===== src/rtl/dmem_arbiter_if.sv =====
`default_nettype none
// ============================================================================
// Module      : dmem_arbiter_if
// Description : Requester ports and data_memory bus of the two-port arbiter.
// Revision    : 1.0 - initial release
// ============================================================================
interface dmem_arbiter_if #(
    parameter int ADDR_W = 64,
    parameter int DATA_W = 64
);
    logic              p0_req;
    logic              p0_we;
    logic [ADDR_W-1:0] p0_addr;
    logic [DATA_W-1:0] p0_wdata;
    logic              p0_ack;
    logic [DATA_W-1:0] p0_rdata;
    logic              p0_err;

    logic              p1_req;
    logic              p1_we;
    logic [ADDR_W-1:0] p1_addr;
    logic [DATA_W-1:0] p1_wdata;
    logic              p1_ack;
    logic [DATA_W-1:0] p1_rdata;
    logic              p1_err;

    logic              mem_write;
    logic              mem_read;
    logic [ADDR_W-1:0] mem_address;
    logic [DATA_W-1:0] mem_write_data;
    logic [DATA_W-1:0] mem_read_data;

    // Requesters and the memory model sit on the master side.
    modport master (
        output p0_req, p0_we, p0_addr, p0_wdata,
        input  p0_ack, p0_rdata, p0_err,
        output p1_req, p1_we, p1_addr, p1_wdata,
        input  p1_ack, p1_rdata, p1_err,
        input  mem_write, mem_read, mem_address, mem_write_data,
        output mem_read_data
    );

    modport slave (
        input  p0_req, p0_we, p0_addr, p0_wdata,
        output p0_ack, p0_rdata, p0_err,
        input  p1_req, p1_we, p1_addr, p1_wdata,
        output p1_ack, p1_rdata, p1_err,
        output mem_write, mem_read, mem_address, mem_write_data,
        input  mem_read_data
    );
endinterface
`default_nettype wire


===== src/rtl/dmem_arbiter.sv =====
`default_nettype none
// ============================================================================
// Module      : dmem_arbiter
// Description : Round-robin two-port arbiter/sequencer for single-port memory.
// Revision    : 1.0 - initial release
// ============================================================================
module dmem_arbiter #(
    parameter int ADDR_W    = 64,
    parameter int DATA_W    = 64,
    parameter int MEM_WORDS = 1024
) (
    input  logic                 clk,
    input  logic                 reset,
    dmem_arbiter_if.slave        bus,
    output logic                 busy
);

    localparam logic [1:0] S_IDLE   = 2'd0;
    localparam logic [1:0] S_ACCESS = 2'd1;
    localparam logic [1:0] S_RESP   = 2'd2;

    // Range check is done one bit wider than either operand so nothing wraps.
    localparam int               CMP_W       = ((ADDR_W > 32) ? ADDR_W : 32) + 1;
    localparam logic [CMP_W-1:0] C_MEM_WORDS = CMP_W'(MEM_WORDS);

    logic [1:0]        r_state;
    logic [1:0]        w_state_nxt;
    logic              r_gnt;
    logic              r_last_gnt;
    logic              r_we;
    logic [ADDR_W-1:0] r_addr;
    logic [DATA_W-1:0] r_wdata;
    logic [DATA_W-1:0] r_rdata;
    logic              r_err;

    logic              w_any;
    logic              w_sel;
    logic              w_sel_we;
    logic [ADDR_W-1:0] w_sel_addr;
    logic [DATA_W-1:0] w_sel_wdata;
    logic              w_oor;

    assign w_any       = bus.p0_req | bus.p1_req;
    assign w_sel       = (bus.p0_req & bus.p1_req) ? ~r_last_gnt : ~bus.p0_req;
    assign w_sel_we    = w_sel ? bus.p1_we    : bus.p0_we;
    assign w_sel_addr  = w_sel ? bus.p1_addr  : bus.p0_addr;
    assign w_sel_wdata = w_sel ? bus.p1_wdata : bus.p0_wdata;
    assign w_oor       = CMP_W'(w_sel_addr) >= C_MEM_WORDS;

    always_comb begin
        w_state_nxt        = r_state;
        bus.mem_write      = 1'b0;
        bus.mem_read       = 1'b0;
        bus.mem_address    = '0;
        bus.mem_write_data = '0;
        bus.p0_ack         = 1'b0;
        bus.p0_rdata       = '0;
        bus.p0_err         = 1'b0;
        bus.p1_ack         = 1'b0;
        bus.p1_rdata       = '0;
        bus.p1_err         = 1'b0;
        busy               = (r_state != S_IDLE);
        case (r_state)
            S_IDLE: begin
                if (w_any) w_state_nxt = w_oor ? S_RESP : S_ACCESS;
            end
            S_ACCESS: begin
                w_state_nxt        = S_RESP;
                bus.mem_address    = r_addr;
                bus.mem_write      = r_we;
                bus.mem_read       = ~r_we;
                bus.mem_write_data = r_we ? r_wdata : '0;
            end
            S_RESP: begin
                w_state_nxt = S_IDLE;
                if (r_gnt) begin
                    bus.p1_ack   = 1'b1;
                    bus.p1_rdata = r_rdata;
                    bus.p1_err   = r_err;
                end else begin
                    bus.p0_ack   = 1'b1;
                    bus.p0_rdata = r_rdata;
                    bus.p0_err   = r_err;
                end
            end
            default: w_state_nxt = S_IDLE;
        endcase
    end

    always_ff @(posedge clk) begin
        if (reset) r_state <= S_IDLE;
        else       r_state <= w_state_nxt;
    end

    // last_gnt resets to port 1 so that port 0 wins the first tie.
    always_ff @(posedge clk) begin
        if (reset) begin
            r_gnt      <= 1'b0;
            r_last_gnt <= 1'b1;
            r_we       <= 1'b0;
            r_addr     <= '0;
            r_wdata    <= '0;
            r_rdata    <= '0;
            r_err      <= 1'b0;
        end else begin
            case (r_state)
                S_IDLE: begin
                    if (w_any) begin
                        r_gnt   <= w_sel;
                        r_we    <= w_sel_we;
                        r_addr  <= w_sel_addr;
                        r_wdata <= w_sel_wdata;
                        r_err   <= w_oor;
                        r_rdata <= '0;
                    end
                end
                S_ACCESS: r_rdata    <= r_we ? '0 : bus.mem_read_data;
                S_RESP:   r_last_gnt <= r_gnt;
                default: ;
            endcase
        end
    end

endmodule
`default_nettype wire

===== src/flat_wrapper.sv =====
// flat-port wrapper written by rule: the top's interface ports become plain ports
module dmem_arbiter_flat 
#(
    parameter int ADDR_W    = 64,
    parameter int DATA_W    = 64,
    parameter int MEM_WORDS = 1024
)
  (clk, reset, busy, bus_p0_req, bus_p0_we, bus_p0_addr, bus_p0_wdata, bus_p0_ack, bus_p0_rdata, bus_p0_err, bus_p1_req, bus_p1_we, bus_p1_addr, bus_p1_wdata, bus_p1_ack, bus_p1_rdata, bus_p1_err, bus_mem_write, bus_mem_read, bus_mem_address, bus_mem_write_data, bus_mem_read_data);
  dmem_arbiter_if #(.ADDR_W(ADDR_W), .DATA_W(DATA_W)) bus_i ();
  input  logic clk;
  input  logic reset;
  output logic busy;
  input wire logic [$bits(bus_i.p0_req)-1:0] bus_p0_req;
  input wire logic [$bits(bus_i.p0_we)-1:0] bus_p0_we;
  input wire logic [$bits(bus_i.p0_addr)-1:0] bus_p0_addr;
  input wire logic [$bits(bus_i.p0_wdata)-1:0] bus_p0_wdata;
  output wire logic [$bits(bus_i.p0_ack)-1:0] bus_p0_ack;
  output wire logic [$bits(bus_i.p0_rdata)-1:0] bus_p0_rdata;
  output wire logic [$bits(bus_i.p0_err)-1:0] bus_p0_err;
  input wire logic [$bits(bus_i.p1_req)-1:0] bus_p1_req;
  input wire logic [$bits(bus_i.p1_we)-1:0] bus_p1_we;
  input wire logic [$bits(bus_i.p1_addr)-1:0] bus_p1_addr;
  input wire logic [$bits(bus_i.p1_wdata)-1:0] bus_p1_wdata;
  output wire logic [$bits(bus_i.p1_ack)-1:0] bus_p1_ack;
  output wire logic [$bits(bus_i.p1_rdata)-1:0] bus_p1_rdata;
  output wire logic [$bits(bus_i.p1_err)-1:0] bus_p1_err;
  output wire logic [$bits(bus_i.mem_write)-1:0] bus_mem_write;
  output wire logic [$bits(bus_i.mem_read)-1:0] bus_mem_read;
  output wire logic [$bits(bus_i.mem_address)-1:0] bus_mem_address;
  output wire logic [$bits(bus_i.mem_write_data)-1:0] bus_mem_write_data;
  input wire logic [$bits(bus_i.mem_read_data)-1:0] bus_mem_read_data;
  assign bus_i.p0_req = bus_p0_req;
  assign bus_i.p0_we = bus_p0_we;
  assign bus_i.p0_addr = bus_p0_addr;
  assign bus_i.p0_wdata = bus_p0_wdata;
  assign bus_p0_ack = bus_i.p0_ack;
  assign bus_p0_rdata = bus_i.p0_rdata;
  assign bus_p0_err = bus_i.p0_err;
  assign bus_i.p1_req = bus_p1_req;
  assign bus_i.p1_we = bus_p1_we;
  assign bus_i.p1_addr = bus_p1_addr;
  assign bus_i.p1_wdata = bus_p1_wdata;
  assign bus_p1_ack = bus_i.p1_ack;
  assign bus_p1_rdata = bus_i.p1_rdata;
  assign bus_p1_err = bus_i.p1_err;
  assign bus_mem_write = bus_i.mem_write;
  assign bus_mem_read = bus_i.mem_read;
  assign bus_mem_address = bus_i.mem_address;
  assign bus_mem_write_data = bus_i.mem_write_data;
  assign bus_i.mem_read_data = bus_mem_read_data;
  dmem_arbiter #(.ADDR_W(ADDR_W), .DATA_W(DATA_W), .MEM_WORDS(MEM_WORDS)) u_core (.clk(clk), .reset(reset), .bus(bus_i), .busy(busy));
endmodule

===== config.mk =====
export PLATFORM = sky130hd
export DESIGN_NAME = dmem_arbiter_flat
export DESIGN_NICKNAME = d
export VERILOG_FILES = /design/src/rtl/dmem_arbiter_if.sv /design/src/rtl/dmem_arbiter.sv /design/src/flat_wrapper.sv
export SDC_FILE = /design/constraint.sdc
export NUM_CORES = 1
export LEC_CHECK = 0
export CAP_MARGIN = 10
export CORE_AREA = 3 3 227 229
export CTS_BUF_LIST = sky130_fd_sc_hd__clkbuf_8
export CTS_CLUSTER_DIAMETER = 40
export DETAILED_ROUTE_END_ITERATION = 12
export DIE_AREA = 0 0 230 232
export PLACE_DENSITY = 0.45
export SETUP_SLACK_MARGIN = 0.2
export SLEW_MARGIN = 20
export SYNTH_ARGS = -nofsm -noshare
export SYNTH_HDL_FRONTEND = slang
export SYNTH_SLANG_ARGS = --single-unit

===== constraint.sdc =====
create_clock -name clk -period 2.5 [get_ports clk]
set_input_delay 0.375 -clock clk [delete_from_list [all_inputs] [get_ports clk]]
set_output_delay 0.375 -clock clk [all_outputs]
set_load 0.02 [all_outputs]

==> summary.txt <==
Hold path
  • Hold Path Origin: bus_p0_req
  • WHS Endpoint: u_core.r_addr[37]$_SDFFE_PP0P_
  • Hold Path Class: primary input to register
  • WHS Path Cells: 3

Cells and area
  • Area Growth Syn to Fin: 97.4%
  • Non-filler cells, final: 2472
  • Layout cells sized above 1: 41.6%
  • Layout Nets: 2109

Timing
  • Min cycle time layout: roughly 2700 ps
  • RSZ-0062 raised after global routing: true
  • Max Fclk: 0.375 GHz
  • Slew Limit Fails: 0
  • Fin crit share: 107%
  • Worst Skew: ~19 ps
  • Fin Hold WS: approximately 250 ps
  • Tightest Pin Transition: 694 ps
  • Setup violators final: 83
  • Max-slew headroom: 53.7%
  • Final Hold Fails: 0
  • Setup ws final: -165 ps

Pwr
  • Clock Power Share: 29.3%
  • PwrDens: 378 nW/um^2
  • Switching Power: 2410 uW
  • Combinational share of power: 24.7%
  • Pint: 5180 uW
  • VDD IR-drop max: 0.299 mV
  • Leak: 0.00841 uW
  • Sw frac: 31.8%
  • Seq pwr share: 46.0%
  • Power Total: 7600 uW

Setup path
  • Reg2Reg Launch Point: u_core.r_state[1]$_SDFFE_PP0P_
  • Critical Path, Cell by Cell: buf_6 > nor2b_4 > buf_12 > buf_12 > buf_12 > buf_12 > buf_16 > buf_6 > buf_8 > buf_6 > and3_4 > buf_6
  • Reg-to-reg endpoint: u_core.r_addr[55]$_SDFFE_PP0P_
  • Crit. End Element: output port
  • Data arrival time of the worst path: 2290 ps
  • CP delay by family, top: buffers and inverters
  • Critical path's slowest cell: dfxtp_2
  • Worst setup SP type: register
  • Reg2Reg Setup Slack: roughly 430 ps
  • Cell depth of the worst flop-to-flop path: 8
  • Crit path buffers/inverters: 10
  • WS Path Type: register to output port
  • Req. time, crit path: 2120 ps
  • Worst path max stage delay: 360 ps
  • CP Launch Point: u_core.r_state[1]$_SDFFE_PP0P_
  • Crit path max fanout: 3

Floorplan
  • Placeable Area: 49900 um^2
  • Die footprint: 53400 um^2
  • Initial Util: 20.4%
  • Num ports: 589
  • Die H: 232 um
  • Die width: between 200 and 250 um
  • Row cnt: 82

Placement
  • Placed Cells: 2331
  • HPWL after DPL: 39800 um
  • Placer Congestion: 0.896
  • Worst slack, placed: 57.2 ps
  • PortBufs: 588

Clocking
  • Clock sinks: 198
  • Clock latency on the worst-skew pair: 580 ps
  • Hold-fix buffers, CTS: 0
  • CTS HTree Levels: 4
  • Root Buffer: clkbuf_8
  • Worst-path clk slew: approximately 120 ps
  • CTS max path bufs: 2
  • Num CTS Buffers: 17
  • CTS tree: yes

Outcome
  • Failing checks: negative setup slack
  • Status: finished, violations left

Synth
  • Area leader, netlist: dfxtp_1
  • Mapped Cells: 1145
  • Ys Warns: 0
  • Largest cells by area after synthesis: dfxtp_1 39%, and2_1 12%, a211oi_2 8.5%
  • Syn avg cell area: between 8 and 9 um^2
  • Seq cells post-synth: 198
  • Cell variety after synth: 33
  • Sequential-to-total area share from yosys stat: 38.9%
  • Synth top area share: between 30 and 40%
  • Post-synth net total: 1471
  • Cell area after synthesis: 10200 um^2

Drt
  • Routed WL: ~60000 um
  • Drt first-iter violations: around 460
  • Via count: 11400
  • Post-route ant nets: 0
  • Vias per cell: 4.62
  • Wire per inst: 24.3 um
  • Initial DRT Pass Iterations: 4
  • DRC errors left: 0

Global route
  • Pin count of the biggest net entering global routing: 92
  • First-pass GRT wire length: between 80000 and 90000 um
  • Gr ovfl total: 0
  • Tot GR Track Use: 20.6%
  • Initial antenna violation count: 11
  • Vias in the first global route: 11300

Job
  • Max cap viols: 0
-- worst reg2reg max path, cell delays in order (launching register included) --
cell	delay (ps)
dfxtp_2	350
buf_6	120
buf_4	130
or2_1	330
nor2_4	250
buf_12	280
buf_12	240
nor2_1	50
a311oi_1	230
-- logic make-up after synthesis --
group	Yosys count	synth area share, %
buf+inv	119	5.33
flops	198	38.9
mux	75	7.37
compound gates	200	19.6
simple gates	553	28.8
-- final cells by class --
| cell class | count | area (um^2) |
|---|---|---|
| diodes | 4 | 10.0 |
| clock buffers | 17 | 234 |
| clock inverters | 15 | 144 |
| fillers | 4979 | 29800 |
| inverters | 1 | 3.75 |
| multi-input cells | 828 | 6440 |
| flip-flops and latches | 198 | 3970 |
| well taps | 672 | 841 |
| repair buffers | 737 | 8460 |
-- metal layers --
metal / up-vias / track usage, % / part of all wire (%)
met5: - / 0 / 0.17
li1: 5381 / - / -
met3: 67 / 7.11 / 7.2
met4: 14 / 4.83 / 1.9
met2: 401 / 36.6 / 51
met1: 5556 / 23.9 / 40
-- worst max-delay path by stage --
stage               slack (ps)  cells after the start                              to
floorplan                  770                      5                bus_p1_rdata[24]
global placement            20                      6       u_core.r_err$_SDFFE_PP0P_
detailed placement          60                      7  u_core.r_wdata[0]$_SDFFE_PP0P_
CTS                       -300                     11                bus_p0_rdata[24]
global route              -270                     12          bus_mem_write_data[47]
finish                    -170                     12          bus_mem_write_data[47]
-- flip-flops by register name (all words and copies together) (netlist names) --
name and flops:
u_core.r_gnt 1, u_core.r_last_gnt 1, u_core.r_we 1, u_core.r_addr 64
u_core.r_err 1, u_core.r_state 2, u_core.r_wdata 64, u_core.r_rdata 64
-- synth_stat cells --
cell type and n:
mux2i_1 75, nor2_4 1, or2_1 1, nor2_1 139, o32ai_1 1, inv_1 1, o21ba_1 1, and2_1 195
o31ai_1 1, a211oi_2 69, nor4b_4 1, a211o_1 1, buf_4 15, nand3_1 54, clkbuf_1 70, nor2b_1 1
a311oi_1 54, nand2b_1 4, or4_1 2, buf_1 1, a211oi_1 7, nand2_1 56, dfxtp_1 198, and3_1 64
nor3_2 1, a22o_1 64, nor3_1 1, o21ai_0 1, nand4_1 7, buf_2 32, nor4_1 25, o22ai_1 1
or3_1 1
-- per-stage QoR --
stage / setup TNS [ps] / utilization, % / area (um^2)
global placement: 0 / 34.1 / 17000
floorplan: 0 / - / 10200
detailed placement: 0 / 34.1 / 17000
finish: -4880 / 40.3 / 20100
global route: -19870 / 40.3 / 20100
CTS: -13760 / 36.0 / 18000
-- power groups by stage --
stage / logic (uW) / clock network [uW] / registers, uW
2_1_floorplan: 783 / 0 / 3510
3_3_place_gp: 1620 / 0 / 3540
3_5_place_dp: 1640 / 0 / 3550
4_1_cts: 1790 / 2360 / 3480
5_1_grt: 2020 / 2440 / 3520
6_report: 1880 / 2230 / 3490
-- layout by cell type (no fill, tap or decap), types with 2 or more instances in the layout --
cell type	n
and2_4	157
nand2_1	55
buf_6	246
nand4_1	7
dfxtp_2	4
a211oi_2	69
or4_1	2
nand3_1	54
dfxtp_1	194
clkinvlp_4	2
buf_12	40
buf_2	19
inv_1	2
and2_1	38
nor4_1	25
a211oi_1	7
a22o_1	64
a311oi_1	54
clkdlybuf4s50_1	323
inv_6	5
buf_16	19
clkbuf_8	17
diode_2	4
buf_8	11
buf_4	62
clkbuf_16	16
nand2b_1	2
mux2i_1	75
nor2_4	4
and3_4	63
clkinv_4	4
nor2_1	136
-- what timing repair did --
| item | 4_1_cts | 5_1_grt |
|---|---|---|
| pin swaps | 10 | 36 |
| buffers inserted | 40 | 31 |
| endpoints found under the setup margin | 263 | 243 |
| resized for setup | 1194 | 685 |
| gates cloned | 17 | 17 |
Power figures use the tool's default switching activity.
